==> src/rtl/pi_ctrl_pkg.sv <==
// Shared PI-loop constants: FSM state encoding and default fixed-point widths
// used by the error stage, the regulator and the PWM stage.
package pi_ctrl_pkg;

    localparam int PI_DATA_WIDTH = 16;
    localparam int PI_GAIN_WIDTH = 16;
    localparam int PI_GAIN_FRAC  = 12;
    localparam int PI_ACC_WIDTH  = 32;

    typedef logic [2:0] pi_state_t;

    localparam pi_state_t ST_IDLE  = 3'd0;
    localparam pi_state_t ST_MUL_P = 3'd1;
    localparam pi_state_t ST_MUL_I = 3'd2;
    localparam pi_state_t ST_SUM   = 3'd3;
    localparam pi_state_t ST_OUT   = 3'd4;

endpackage

==> src/rtl/pi_regulator_if.sv <==
// Error-sample input handshake, per-sample gains/limits and control-output handshake.
interface pi_regulator_if #(
    parameter int DATA_WIDTH = pi_ctrl_pkg::PI_DATA_WIDTH,
    parameter int GAIN_WIDTH = pi_ctrl_pkg::PI_GAIN_WIDTH
);
    logic                          error_valid;
    logic                          error_ready;
    logic signed [DATA_WIDTH-1:0]  error;
    logic signed [GAIN_WIDTH-1:0]  kp;
    logic signed [GAIN_WIDTH-1:0]  ki;
    logic signed [DATA_WIDTH-1:0]  out_min;
    logic signed [DATA_WIDTH-1:0]  out_max;
    logic                          integ_clear;
    logic                          u_valid;
    logic                          u_ready;
    logic signed [DATA_WIDTH-1:0]  u;

    modport master (
        output error_valid, error, kp, ki, out_min, out_max, integ_clear, u_ready,
        input  error_ready, u_valid, u
    );

    modport slave (
        input  error_valid, error, kp, ki, out_min, out_max, integ_clear, u_ready,
        output error_ready, u_valid, u
    );
endinterface

==> src/rtl/sat_clamp.sv <==
// Combinational saturation of a wide signed value to [lim_min, lim_max]; the max
// limit is applied first, so inverted limits resolve to lim_min.
module sat_clamp #(
    parameter int WIDTH_IN  = 32,
    parameter int WIDTH_LIM = 16
) (
    input  logic signed [WIDTH_IN-1:0]  x,
    input  logic signed [WIDTH_LIM-1:0] lim_min,
    input  logic signed [WIDTH_LIM-1:0] lim_max,
    output logic signed [WIDTH_LIM-1:0] y
);
    logic signed [WIDTH_IN-1:0] min_ext;
    logic signed [WIDTH_IN-1:0] max_ext;
    logic signed [WIDTH_IN-1:0] hi;

    assign min_ext = WIDTH_IN'(lim_min);
    assign max_ext = WIDTH_IN'(lim_max);

    always_comb begin
        hi = (x > max_ext) ? max_ext : x;
        y  = (hi < min_ext) ? lim_min : hi[WIDTH_LIM-1:0];
    end
endmodule

==> src/rtl/pi_regulator.sv <==
// Sequential PI compensator: one shared multiplier, anti-windup integrator, saturated output.
// Accept at T gives u_valid at T+4; u is held in OUT until u_ready, error_ready low meanwhile.
module pi_regulator
    import pi_ctrl_pkg::*;
#(
    parameter int DATA_WIDTH = PI_DATA_WIDTH,
    parameter int GAIN_WIDTH = PI_GAIN_WIDTH,
    parameter int GAIN_FRAC  = PI_GAIN_FRAC,
    parameter int ACC_WIDTH  = PI_ACC_WIDTH
) (
    input  logic           clk,
    input  logic           reset,
    pi_regulator_if.slave  bus
);
    localparam int PROD_WIDTH = DATA_WIDTH + GAIN_WIDTH;
    localparam int WIDE_WIDTH = (PROD_WIDTH > ACC_WIDTH) ? PROD_WIDTH : ACC_WIDTH;

    pi_state_t state;
    pi_state_t state_next;
    logic      err_rdy;
    logic      u_vld;
    logic      accept;

    logic signed [DATA_WIDTH-1:0] e_q;
    logic signed [GAIN_WIDTH-1:0] kp_q;
    logic signed [GAIN_WIDTH-1:0] ki_q;
    logic signed [DATA_WIDTH-1:0] min_q;
    logic signed [DATA_WIDTH-1:0] max_q;
    logic signed [DATA_WIDTH-1:0] u_q;
    logic signed [ACC_WIDTH-1:0]  p_q;
    logic signed [ACC_WIDTH-1:0]  integ_next_q;
    logic signed [ACC_WIDTH-1:0]  integ;

    logic signed [GAIN_WIDTH-1:0] mul_gain;
    logic signed [PROD_WIDTH-1:0] prod;
    logic signed [PROD_WIDTH-1:0] prod_sh;
    logic signed [WIDE_WIDTH-1:0] prod_wide;
    logic signed [ACC_WIDTH-1:0]  mul_res;
    logic signed [ACC_WIDTH-1:0]  integ_sum;
    logic signed [ACC_WIDTH-1:0]  out_sum;
    logic signed [DATA_WIDTH-1:0] integ_clamped;
    logic signed [DATA_WIDTH-1:0] out_clamped;

    // FSM state register
    always_ff @(posedge clk) begin
        if (reset) begin
            state <= ST_IDLE;
        end else begin
            state <= state_next;
        end
    end

    // FSM next state
    always_comb begin
        state_next = state;
        case (state)
            ST_IDLE:  if (accept) state_next = ST_MUL_P;
            ST_MUL_P: state_next = ST_MUL_I;
            ST_MUL_I: state_next = ST_SUM;
            ST_SUM:   state_next = ST_OUT;
            ST_OUT:   if (bus.u_ready) state_next = ST_IDLE;
            default:  state_next = ST_IDLE;
        endcase
    end

    // FSM outputs
    always_comb begin
        err_rdy = (state == ST_IDLE) && !reset;
        u_vld   = (state == ST_OUT);
    end

    assign accept          = bus.error_valid && err_rdy;
    assign bus.error_ready = err_rdy;
    assign bus.u_valid     = u_vld;
    assign bus.u           = u_q;

    // The single multiplier: kp in MUL_P, ki otherwise; >>> floors toward -inf.
    assign mul_gain  = (state == ST_MUL_P) ? kp_q : ki_q;
    assign prod      = e_q * mul_gain;
    assign prod_sh   = prod >>> GAIN_FRAC;
    assign prod_wide = WIDE_WIDTH'(prod_sh);
    assign mul_res   = prod_wide[ACC_WIDTH-1:0];

    assign integ_sum = integ + mul_res;
    assign out_sum   = p_q + integ_next_q;

    sat_clamp #(
        .WIDTH_IN  (ACC_WIDTH),
        .WIDTH_LIM (DATA_WIDTH)
    ) u_integ_clamp (
        .x       (integ_sum),
        .lim_min (min_q),
        .lim_max (max_q),
        .y       (integ_clamped)
    );

    sat_clamp #(
        .WIDTH_IN  (ACC_WIDTH),
        .WIDTH_LIM (DATA_WIDTH)
    ) u_out_clamp (
        .x       (out_sum),
        .lim_min (min_q),
        .lim_max (max_q),
        .y       (out_clamped)
    );

    always_ff @(posedge clk) begin
        if (reset) begin
            e_q          <= '0;
            kp_q         <= '0;
            ki_q         <= '0;
            min_q        <= '0;
            max_q        <= '0;
            p_q          <= '0;
            integ_next_q <= '0;
            u_q          <= '0;
        end else begin
            if (accept) begin
                e_q   <= bus.error;
                kp_q  <= bus.kp;
                ki_q  <= bus.ki;
                min_q <= bus.out_min;
                max_q <= bus.out_max;
            end
            case (state)
                ST_MUL_P: p_q          <= mul_res;
                ST_MUL_I: integ_next_q <= ACC_WIDTH'(integ_clamped);
                ST_SUM:   u_q          <= out_clamped;
                default:  ;
            endcase
        end
    end

    // A clear coinciding with the SUM commit wins; u still sees integ_next_q.
    always_ff @(posedge clk) begin
        if (reset || bus.integ_clear) begin
            integ <= '0;
        end else if (state == ST_SUM) begin
            integ <= integ_next_q;
        end
    end
endmodule
==> src/flat_wrapper.sv <==
// flat-port wrapper written by rule: the top's interface ports become plain ports
module pi_regulator_flat import pi_ctrl_pkg::*;
#(
    parameter int DATA_WIDTH = PI_DATA_WIDTH,
    parameter int GAIN_WIDTH = PI_GAIN_WIDTH,
    parameter int GAIN_FRAC  = PI_GAIN_FRAC,
    parameter int ACC_WIDTH  = PI_ACC_WIDTH
)
  (clk, reset, bus_error_valid, bus_error, bus_kp, bus_ki, bus_out_min, bus_out_max, bus_integ_clear, bus_u_ready, bus_error_ready, bus_u_valid, bus_u);
  pi_regulator_if #(.DATA_WIDTH(DATA_WIDTH), .GAIN_WIDTH(GAIN_WIDTH)) bus_i ();
  input  logic clk;
  input  logic reset;
  input wire logic [$bits(bus_i.error_valid)-1:0] bus_error_valid;
  input wire logic [$bits(bus_i.error)-1:0] bus_error;
  input wire logic [$bits(bus_i.kp)-1:0] bus_kp;
  input wire logic [$bits(bus_i.ki)-1:0] bus_ki;
  input wire logic [$bits(bus_i.out_min)-1:0] bus_out_min;
  input wire logic [$bits(bus_i.out_max)-1:0] bus_out_max;
  input wire logic [$bits(bus_i.integ_clear)-1:0] bus_integ_clear;
  input wire logic [$bits(bus_i.u_ready)-1:0] bus_u_ready;
  output wire logic [$bits(bus_i.error_ready)-1:0] bus_error_ready;
  output wire logic [$bits(bus_i.u_valid)-1:0] bus_u_valid;
  output wire logic [$bits(bus_i.u)-1:0] bus_u;
  assign bus_i.error_valid = bus_error_valid;
  assign bus_i.error = bus_error;
  assign bus_i.kp = bus_kp;
  assign bus_i.ki = bus_ki;
  assign bus_i.out_min = bus_out_min;
  assign bus_i.out_max = bus_out_max;
  assign bus_i.integ_clear = bus_integ_clear;
  assign bus_i.u_ready = bus_u_ready;
  assign bus_error_ready = bus_i.error_ready;
  assign bus_u_valid = bus_i.u_valid;
  assign bus_u = bus_i.u;
  pi_regulator #(.DATA_WIDTH(DATA_WIDTH), .GAIN_WIDTH(GAIN_WIDTH), .GAIN_FRAC(GAIN_FRAC), .ACC_WIDTH(ACC_WIDTH)) u_core (.clk(clk), .reset(reset), .bus(bus_i));
endmodule
==> config.mk <==
export PLATFORM = sky130hd
export DESIGN_NAME = pi_regulator_flat
export DESIGN_NICKNAME = d
export VERILOG_FILES = /design/src/rtl/pi_ctrl_pkg.sv /design/src/rtl/pi_regulator_if.sv /design/src/rtl/sat_clamp.sv /design/src/rtl/pi_regulator.sv /design/src/flat_wrapper.sv
export SDC_FILE = /design/constraint.sdc
export NUM_CORES = 1
export LEC_CHECK = 0
export ABC_CLOCK_PERIOD_IN_PS = 15800
export CORE_ASPECT_RATIO = 0.8
export CORE_MARGIN = 2
export CORE_UTILIZATION = 54
export CTS_CLUSTER_DIAMETER = 60
export DETAILED_ROUTE_END_ITERATION = 6
export GPL_TIMING_DRIVEN = 0
export PLACE_DENSITY_LB_ADDON = 0.2
export SLEW_MARGIN = 20
export SYNTH_ARGS = -nofsm -noshare
export SYNTH_HDL_FRONTEND = slang
export SYNTH_SLANG_ARGS = --single-unit
==> constraint.sdc <==
create_clock -name clk -period 15.8 [get_ports clk]
set_input_delay 4.74 -clock clk [delete_from_list [all_inputs] [get_ports clk]]
set_output_delay 4.74 -clock clk [all_outputs]
set_load 0.01 [all_outputs]
==> key figures, run 1 <==
Synthesis
  – Mapped Avg Cell Area: ~8.3 um2
  – Synth warn: 0
  – Most common cell in the netlist: nand2_1
  – Synth top area share: 0.271
  – Post-synth net total: just under 3,000
  – Asr flop ratio synth: 0
  – Synthesized area: between 15,000 and 20,000 um2
  – Synth area leaders: fa_1, dfxtp_1, ha_1
  – Top cells by count, synth: nand2_1, inv_1, fa_1
  – Yosys cell types: just over 70
  – Primary FF master, synth: dfxtp_1
  – Post-Syn Instances: roughly 2,300
  – Post-synthesis sequential area ratio: 0.155
  – Post-synth top area cell: fa_1
  – Flops & latches, synth: about 150
  – Post-synth EDFFs: 0

Layout
  – Layout area overhead: 11.7%
  – Final core utilization: 0.609
  – Layout Nets: around 3,000
  – Share of layout cells above drive strength 1: 0.0406
  – Fill cell count: 3,221

Global route
  – Number of global-route vias before repair: around 17,000
  – GRT Overall Usage: 0.326
  – Total gr overflow: 0
  – First-pass GRT wire length: 93.4 mm
  – Largest net degree at the start of global routing: 17
  – Initial antenna violation count: 0

Pwr
  – Peak VDD IR: about 0.15 mV
  – PD cells: between 100 and 150 nW/um2
  – Pint: around 1100 uW
  – Sequential Power Share: 0.194
  – Gate power share: 0.621
  – Clk pwr share: 0.186
  – Pwr Total: ~2300 uW
  – Net Switching: around 1100 uW
  – Switch share: 0.502
  – Leakage: slightly above 0.01 uW

Detailed routing
  – DRC Markers: 2
  – Routed WL: around 60 mm
  – DR vias: about 17,000
  – Routed WL per cell: 20.3 um
  – Via density: ~5.7
  – Drt initial violations: between 1,500 and 2,000
  – TritonRoute pass-1 iters: 7
  – Antenna-violating nets left: 0

Worst setup path
  – Req. time, crit path: 16.20 ns
  – CP max stage cell: nor4_2
  – Critical path endpoint category: flip-flop
  – Arrival @ worst endpoint: 15.80 ns
  – CP Class: reg2reg
  – Crit Path Max Fanout: 10
  – Slowest stage delay, CP: roughly 0.6 ns
  – Cell repeated most along the worst path: fa_1
  – Setup crit start kind: flip-flop

Timing
  – Worst-Margin Slew: approximately 1.1 ns
  – Unrepaired setup endpoints after global routing: false
  – PnR worst setup slack: a little under 0.4 ns
  – Slew margin rel.: 0.251
  – Final max-slew violation count: 0
  – Worst Skew: 0.0104 ns
  – Hold Fails Final Rpt: 0
  – Setup Viol. Count Final: 0
  – Max Clk Rate: ~0.065 GHz
  – Crit path time final: ~15 ns
  – Fin Setup TNS: 0 ns
  – Final Cycle Share: 0.975

Min path
  – Hold Crit Class: reg2reg

Placement
  – Placed wire-length estimate: ~50 mm
  – RePlAce Congestion: around 1.0
  – Dpl ws: 0.330 ns
  – Port buffer count: between 100 and 150

Clock tree
  – Root Buffer: clkbuf_16
  – Clock sinks: between 150 and 200
  – TritonCTS Buffers: 17
  – Clock transition at path regs: 0.07 ns
  – H-tree depth: 4
  – Worst-skew pair later-pin latency: 0.46 ns
  – CTS Buffer Depth: 2
  – CTS tree: done
  – Post-cts hold buffer count: 0

Run status
  – Status: complete, but fails checks
  – Failing checks: DRC

Floorplan
  – IO Count: between 100 and 150
  – Die H: about 170 um
  – Initial Util: 0.545
  – Width of the die: approximately 220 um
  – Die area: ~38,000 um2
  – Row count: between 60 and 70
  – Core area: about 36,000 um2

Flow run
  – Max cap viols: 0
placed cells by master, fill, tap and decap left out, types with 11 or more instances in the layout:
cell type        instances
nor2b_1                 51
dfxtp_1                151
or4_1                   11
fa_1                   263
mux2_2                  23
nand2_1                427
xor2_1                  16
clkbuf_16               17
nand2b_1                16
a21oi_1                192
o21a_1                  14
and3_1                  11
nand4_1                 23
ha_1                   201
nor3_1                  26
nand3_1                 48
o21ai_0                 37
clkdlybuf4s50_1        102
nor2_1                  66
inv_1                  349
a21o_1                  40
o31ai_1                 19
xnor2_1                 41
clkbuf_1                72
and2_1                  81
timing repair:
item | CTS | global route
gates resized for setup | 0 | 18
setup endpoints to repair | 0 | 16
buffers inserted | 0 | 2
hold endpoints to repair | 0 | 0
path summary, 6_finish.rpt:
path                                     start                                    to  slack (ns)  cells after the start
setup / recovery  u_core.state[0]$_SDFFE_PP0P_  u_core.integ_next_q[12]$_SDFFE_PP0N_        0.39                     52
hold / removal     u_core.kp_q[2]$_SDFFE_PP0P_           u_core.kp_q[2]$_SDFFE_PP0P_        0.46                      2
setup reg to reg  u_core.state[0]$_SDFFE_PP0P_  u_core.integ_next_q[12]$_SDFFE_PP0N_        0.39                     52
hold reg to reg    u_core.kp_q[2]$_SDFFE_PP0P_           u_core.kp_q[2]$_SDFFE_PP0P_        0.46                      2
through the flow:
step | cells | instance area [um2] | hold WS, ns
after global placement | 2914 | 21100 | 0.443
after CTS | 2946 | 21700 | 0.458
after floorplan | 2332 | 19400 | 0.436
after detailed placement | 2914 | 21100 | 0.448
after global routing | 2945 | 21700 | 0.471
final | 2947 | 21700 | 0.459
critical path, delay by kind of cell (launching register included):
kind	cells	cell delay, ns
AO/OA/AOI/OAI	18	4.67
XOR/XNOR	2	0.33
adder cells (fa/ha/maj)	10	4.15
buffers and inverters	8	2.16
flip-flops	1	0.31
AND/OR/NAND/NOR	14	3.64
per-layer routing:
| layer | vias to the layer above | global-route usage | routed length [um] |
|---|---|---|---|
| li1 | 7794 | - | - |
| met1 | 8212 | 0.492 | 27900 |
| met2 | 681 | 0.472 | 24900 |
| met3 | 86 | 0.0744 | 5740 |
| met4 | 0 | 0.0765 | 1110 |
| met5 | - | 0 | 0 |
registers in the layout (all words and copies together), names as in the netlist:
signal               flops
u_core.integ_next_q     16
u_core.min_q            16
u_core.max_q            16
u_core.p_q              20
u_core.bus.u            16
u_core.ki_q             16
u_core.e_q              16
u_core.state             3
u_core.integ            16
u_core.kp_q             16
logic make-up after synthesis:
group,count (synthesis),share of synthesized area
AOI/OAI and AO/OA,382,0.121
xor gates and xnor gates,57,0.0257
adders and majority gates,464,0.400
buffers and inverters,446,0.0869
DFF,151,0.155
muxes,34,0.0195
and+or+nand+nor,798,0.191
layout make-up:
| type | instances | area (um2) | share of cell area |
|---|---|---|---|
| Multi-Input combinational cell | 1735 | 14800 | 0.680 |
| Sequential cell | 151 | 3020 | 0.139 |
| Tap cell | 480 | 601 | 0.0277 |
| Antenna cell | 2 | 5.00 | 0.000230 |
| Inverter | 349 | 1310 | 0.0603 |
| Buffer | 94 | 377 | 0.0173 |
| Clock buffer | 17 | 425 | 0.0196 |
| Clock inverter | 15 | 165 | 0.00761 |
| Timing Repair Buffer | 104 | 1050 | 0.0483 |
power by group through the flow:
stage / logic, uW / registers (uW) / clock network, uW
global placement: 1320 / 445 / 0
global route: 1500 / 441 / 440
floorplan: 928 / 431 / 0
CTS: 1340 / 437 / 424
detailed placement: 1340 / 445 / 0
finish: 1410 / 439 / 421
No activity file was read; power rests on OpenSTA's default activity.
==> inputs of run 2 (changes only) <==
--- a/config.mk
+++ b/config.mk
@@ -7,13 +7,13 @@
 export LEC_CHECK = 0
 export ABC_CLOCK_PERIOD_IN_PS = 15800
 export CORE_ASPECT_RATIO = 0.8
-export CORE_MARGIN = 2
+export CORE_MARGIN = 5
 export CORE_UTILIZATION = 54
 export CTS_CLUSTER_DIAMETER = 60
 export DETAILED_ROUTE_END_ITERATION = 6
-export GPL_TIMING_DRIVEN = 0
 export PLACE_DENSITY_LB_ADDON = 0.2
 export SLEW_MARGIN = 20
 export SYNTH_ARGS = -nofsm -noshare
 export SYNTH_HDL_FRONTEND = slang
+export SYNTH_HIERARCHICAL = 1
 export SYNTH_SLANG_ARGS = --single-unit
==> run 2 against run 1 <==
Net effect: routed wire length decreased by 8.8%; die area increased by 15%; hold slack got worse by 0.0086 ns; non-clock buffer count decreased by 78; synthesized cell count increased by 9.8%; first-iteration DRC count decreased by 28%; largest power group unchanged; clock power increased by 2%; largest cell class unchanged; the flow now finishes without violations.
==> key figures, run 2 <==
Layout
  – Share of layout cells above drive strength 1: 0.0395 (was 0.0406)
  – Fill cell count: 3,377 (was 3,221)
  – Layout area overhead: 9.47% (was 11.7%)
  – Commonest non-fill, non-tap cells in the layout: nand2_1, inv_1, fa_1 (unchanged)
  – Most common cell after layout, fill and taps aside: nand2_1 (unchanged)
  – Layout Nets: 3,192 (was 3,001)
  – Reg with most FFs: u_core/p_q (was u_core.p_q)
  – Max reg flops: 20 (unchanged)

Floorplan
  – Initial Util: 0.550 (was 0.545)
  – IO Count: 103 (unchanged)
  – Row count: 64 (was 62)
  – Core area: 38,500 um2 (was 35,700 um2)
  – Width of the die: 231 um (was 216 um)
  – Die H: 187 um (was 174 um)
  – Die area: 43,300 um2 (was 37,600 um2)

Clock tree
  – Clock transition at path regs: 0.06 ns (was 0.07 ns)
  – TritonCTS Buffers: 17 (unchanged)
  – Worst-skew pair later-pin latency: 0.45 ns (was 0.46 ns)
  – Root Buffer: clkbuf_16 (unchanged)
  – CTS Buffer Depth: 2 (unchanged)
  – Post-CTS sizing: 0 (unchanged)
  – H-tree depth: 4 (unchanged)
  – Clock sinks: 151 (unchanged)
  – Setup Buffers After CTS: 0 (unchanged)
  – Post-cts hold buffer count: 0 (unchanged)
  – CTS tree: done (unchanged)

Worst setup path
  – Critical path endpoint category: flip-flop (unchanged)
  – Worst reg2reg setup slack: 0.91 ns (was 0.39 ns)
  – Req. time, crit path: 16.09 ns (was 16.20 ns)
  – Arrival @ worst endpoint: 15.18 ns (was 15.80 ns)
  – Critical R2R Launch: u_core/state[0]$_SDFFE_PP0P_ (was u_core.state[0]$_SDFFE_PP0P_)
  – Cell repeated most along the worst path: fa_1 (unchanged)
  – Slowest stage delay, CP: 0.73 ns (was 0.60 ns)
  – Crit Path Max Fanout: 48 (was 10)
  – Setup crit start kind: flip-flop (unchanged)
  – CP max stage cell: fa_1 (was nor4_2)
  – Critical path launch point: u_core/state[0]$_SDFFE_PP0P_ (was u_core.state[0]$_SDFFE_PP0P_)
  – FF-to-FF End: u_core/integ_next_q[1]$_SDFFE_PP0N_ (was u_core.integ_next_q[12]$_SDFFE_PP0N_)
  – CP Class: reg2reg (unchanged)
  – R2R cell count: 51 (was 52)

Global route
  – GRT Overall Usage: 0.256 (was 0.326)
  – Largest net degree at the start of global routing: 92 (was 17)
  – Initial antenna violation count: 1 (was 0)
  – Number of global-route vias before repair: 17,833 (was 16,551)
  – Total gr overflow: 0 (unchanged)
  – First-pass GRT wire length: 91.2 mm (was 93.4 mm)

Synthesis
  – Mapped Avg Cell Area: 8.28 um2 (was 8.34 um2)
  – Post-synth net total: 3,156 (was 2,881)
  – Most common cell in the netlist: nand2_1 (unchanged)
  – Post-synth top area cell: fa_1 (unchanged)
  – Asr flop ratio synth: 0 (unchanged)
  – Post-synthesis sequential area ratio: 0.143 (was 0.155)
  – Flops & latches, synth: 151 (unchanged)
  – Yosys cell types: 74 (was 72)
  – Top cells by count, synth: nand2_1, inv_1, fa_1 (unchanged)
  – Synth top area share: 0.248 (was 0.271)
  – Synth area leaders: fa_1, ha_1, dfxtp_1 (was fa_1, dfxtp_1, ha_1)
  – Synth warn: 6 (was 0)
  – Primary FF master, synth: dfxtp_1 (unchanged)
  – Post-Syn Instances: 2,560 (was 2,332)
  – Post-synth EDFFs: 0 (unchanged)
  – Synthesized area: 21,200 um2 (was 19,400 um2)

Timing
  – Slew margin rel.: 0.300 (was 0.251)
  – Unrepaired setup endpoints after global routing: false (unchanged)
  – Crit path time final: 14.89 ns (was 15.41 ns)
  – Final max-slew violation count: 0 (unchanged)
  – Max Clk Rate: 0.0672 GHz (was 0.0649 GHz)
  – Worst-Margin Slew: 1.05 ns (was 1.12 ns)
  – Hold Fails Final Rpt: 0 (unchanged)
  – Worst Skew: 0.0146 ns (was 0.0104 ns)
  – Setup Viol. Count Final: 0 (unchanged)
  – Fin Setup TNS: 0 ns (unchanged)
  – Worst hold margin: 0.451 ns (was 0.459 ns)
  – Final Cycle Share: 0.942 (was 0.975)

Detailed routing
  – Routed WL: 54.5 mm (was 59.7 mm)
  – Via density: 5.55 (was 5.69)
  – Drt initial violations: 1,216 (was 1,695)
  – Antenna-violating nets left: 0 (unchanged)
  – TritonRoute pass-1 iters: 5 (was 7)
  – DRC Markers: 0 (was 2)
  – DR vias: 17,404 (was 16,773)
  – Routed WL per cell: 17.4 um (was 20.3 um)

Min path
  – Hold path endpoint: u_core/bus.u[5]$_SDFFE_PP0P_ (was u_core.kp_q[2]$_SDFFE_PP0P_)
  – Hold Crit Class: reg2reg (unchanged)
  – Hold Startpoint: u_core/bus.u[5]$_SDFFE_PP0P_ (was u_core.kp_q[2]$_SDFFE_PP0P_)
  – WHS Path Cells: 2 (unchanged)

Pwr
  – PD cells: 134 nW/um2 (was 104 nW/um2)
  – Leakage: 0.0116 uW (was 0.0101 uW)
  – Peak VDD IR: 0.152 mV (was 0.146 mV)

Placement
  – Port buffer count: 102 (unchanged)
  – RePlAce Congestion: 0.934 (was 1.02)
  – Placed wire-length estimate: 43.2 mm (was 49.8 mm)

Run status
  – Status: completed (was complete, but fails checks)

Flow run
  – Max cap viols: 0 (unchanged)
[run 2: cell types whose count changed after synthesis, moves of 21 or more]
cell / delta
ha_1: +47
a21oi_1: -55
nor2b_1: +37
and2_1: -33
inv_1: +60
nand3_1: +50
o21ai_0: +21
nand2_1: +34
a21o_1: +42
[run 2: per-stage QoR]
step / setup slack [ns] / std cells / util / cell area, um2 / power, uW
floorplan: 2.86 / 2560 / - / 21200 / 2190
global placement: 1.03 / 3104 / 0.586 / 22600 / 2570
detailed placement: 0.649 / 3105 / 0.587 / 22600 / 2640
global route: 0.0772 / 3136 / 0.602 / 23200 / 3390
finish: 0.913 / 3137 / 0.602 / 23200 / 3120
CTS: 0.590 / 3136 / 0.602 / 23200 / 3090
[run 2: how the worst max path moves through the flow]
stage,end,depth (start not counted)
floorplan,u_core/integ_next_q[5]$_SDFFE_PP0N_,56
detailed placement,u_core/integ_next_q[15]$_SDFFE_PP0N_,52
CTS,u_core/integ_next_q[15]$_SDFFE_PP0N_,52
global route,u_core/integ_next_q[3]$_SDFFE_PP0N_,51
finish,u_core/integ_next_q[1]$_SDFFE_PP0N_,51
global placement,u_core/integ_next_q[1]$_SDFFE_PP0N_,52
[run 2: area by class of cell]
class	instances	area [um2]	area share
inverter	410	1540	0.0663
tap	528	661	0.0285
timing repair buffer	120	1160	0.0499
clock inverter	10	146	0.00631
clock buffer	21	450	0.0194
antenna	1	2.50	0.000108
multi-input combinational	1896	16200	0.699
sequential	151	3020	0.130
[run 2: kinds of logic (layout without fill, tap and decap cells)]
logic type,count (synthesis),count (layout),synth area share
buffers and inverters,513,561,0.0926
AND/OR/NAND/NOR,899,899,0.200
multiplexers,48,48,0.0286
adder cells (fa/ha/maj),511,511,0.395
XOR/XNOR,62,62,0.0256
AO/OA/AOI/OAI,376,376,0.116
other,0,1,0
flip-flops,151,151,0.143
[run 2: power breakdown]
group	internal (uW)	switching, uW
logic	921	1300
registers	417	53.4
clock network	253	177
total	1590	1530
[run 2: metal layers]
layer / vias up / track usage / wire [um]
met4: 0 / 0.0615 / 915
met1: 8500 / 0.373 / 25700
met3: 66 / 0.0341 / 3230
li1: 8319 / - / -
met5: - / 0 / 0
met2: 519 / 0.407 / 24600
[run 2: critical path: cells and delay by family, from the launching register on]
kind	cells	cell delay, ns
AOI/OAI and AO/OA	18	4.02
adders and majority gates	10	4.93
and+or+nand+nor	14	3.49
DFF	1	0.46
buffers and inverters	7	1.25
xor gates and xnor gates	1	0.11
muxes	1	0.39
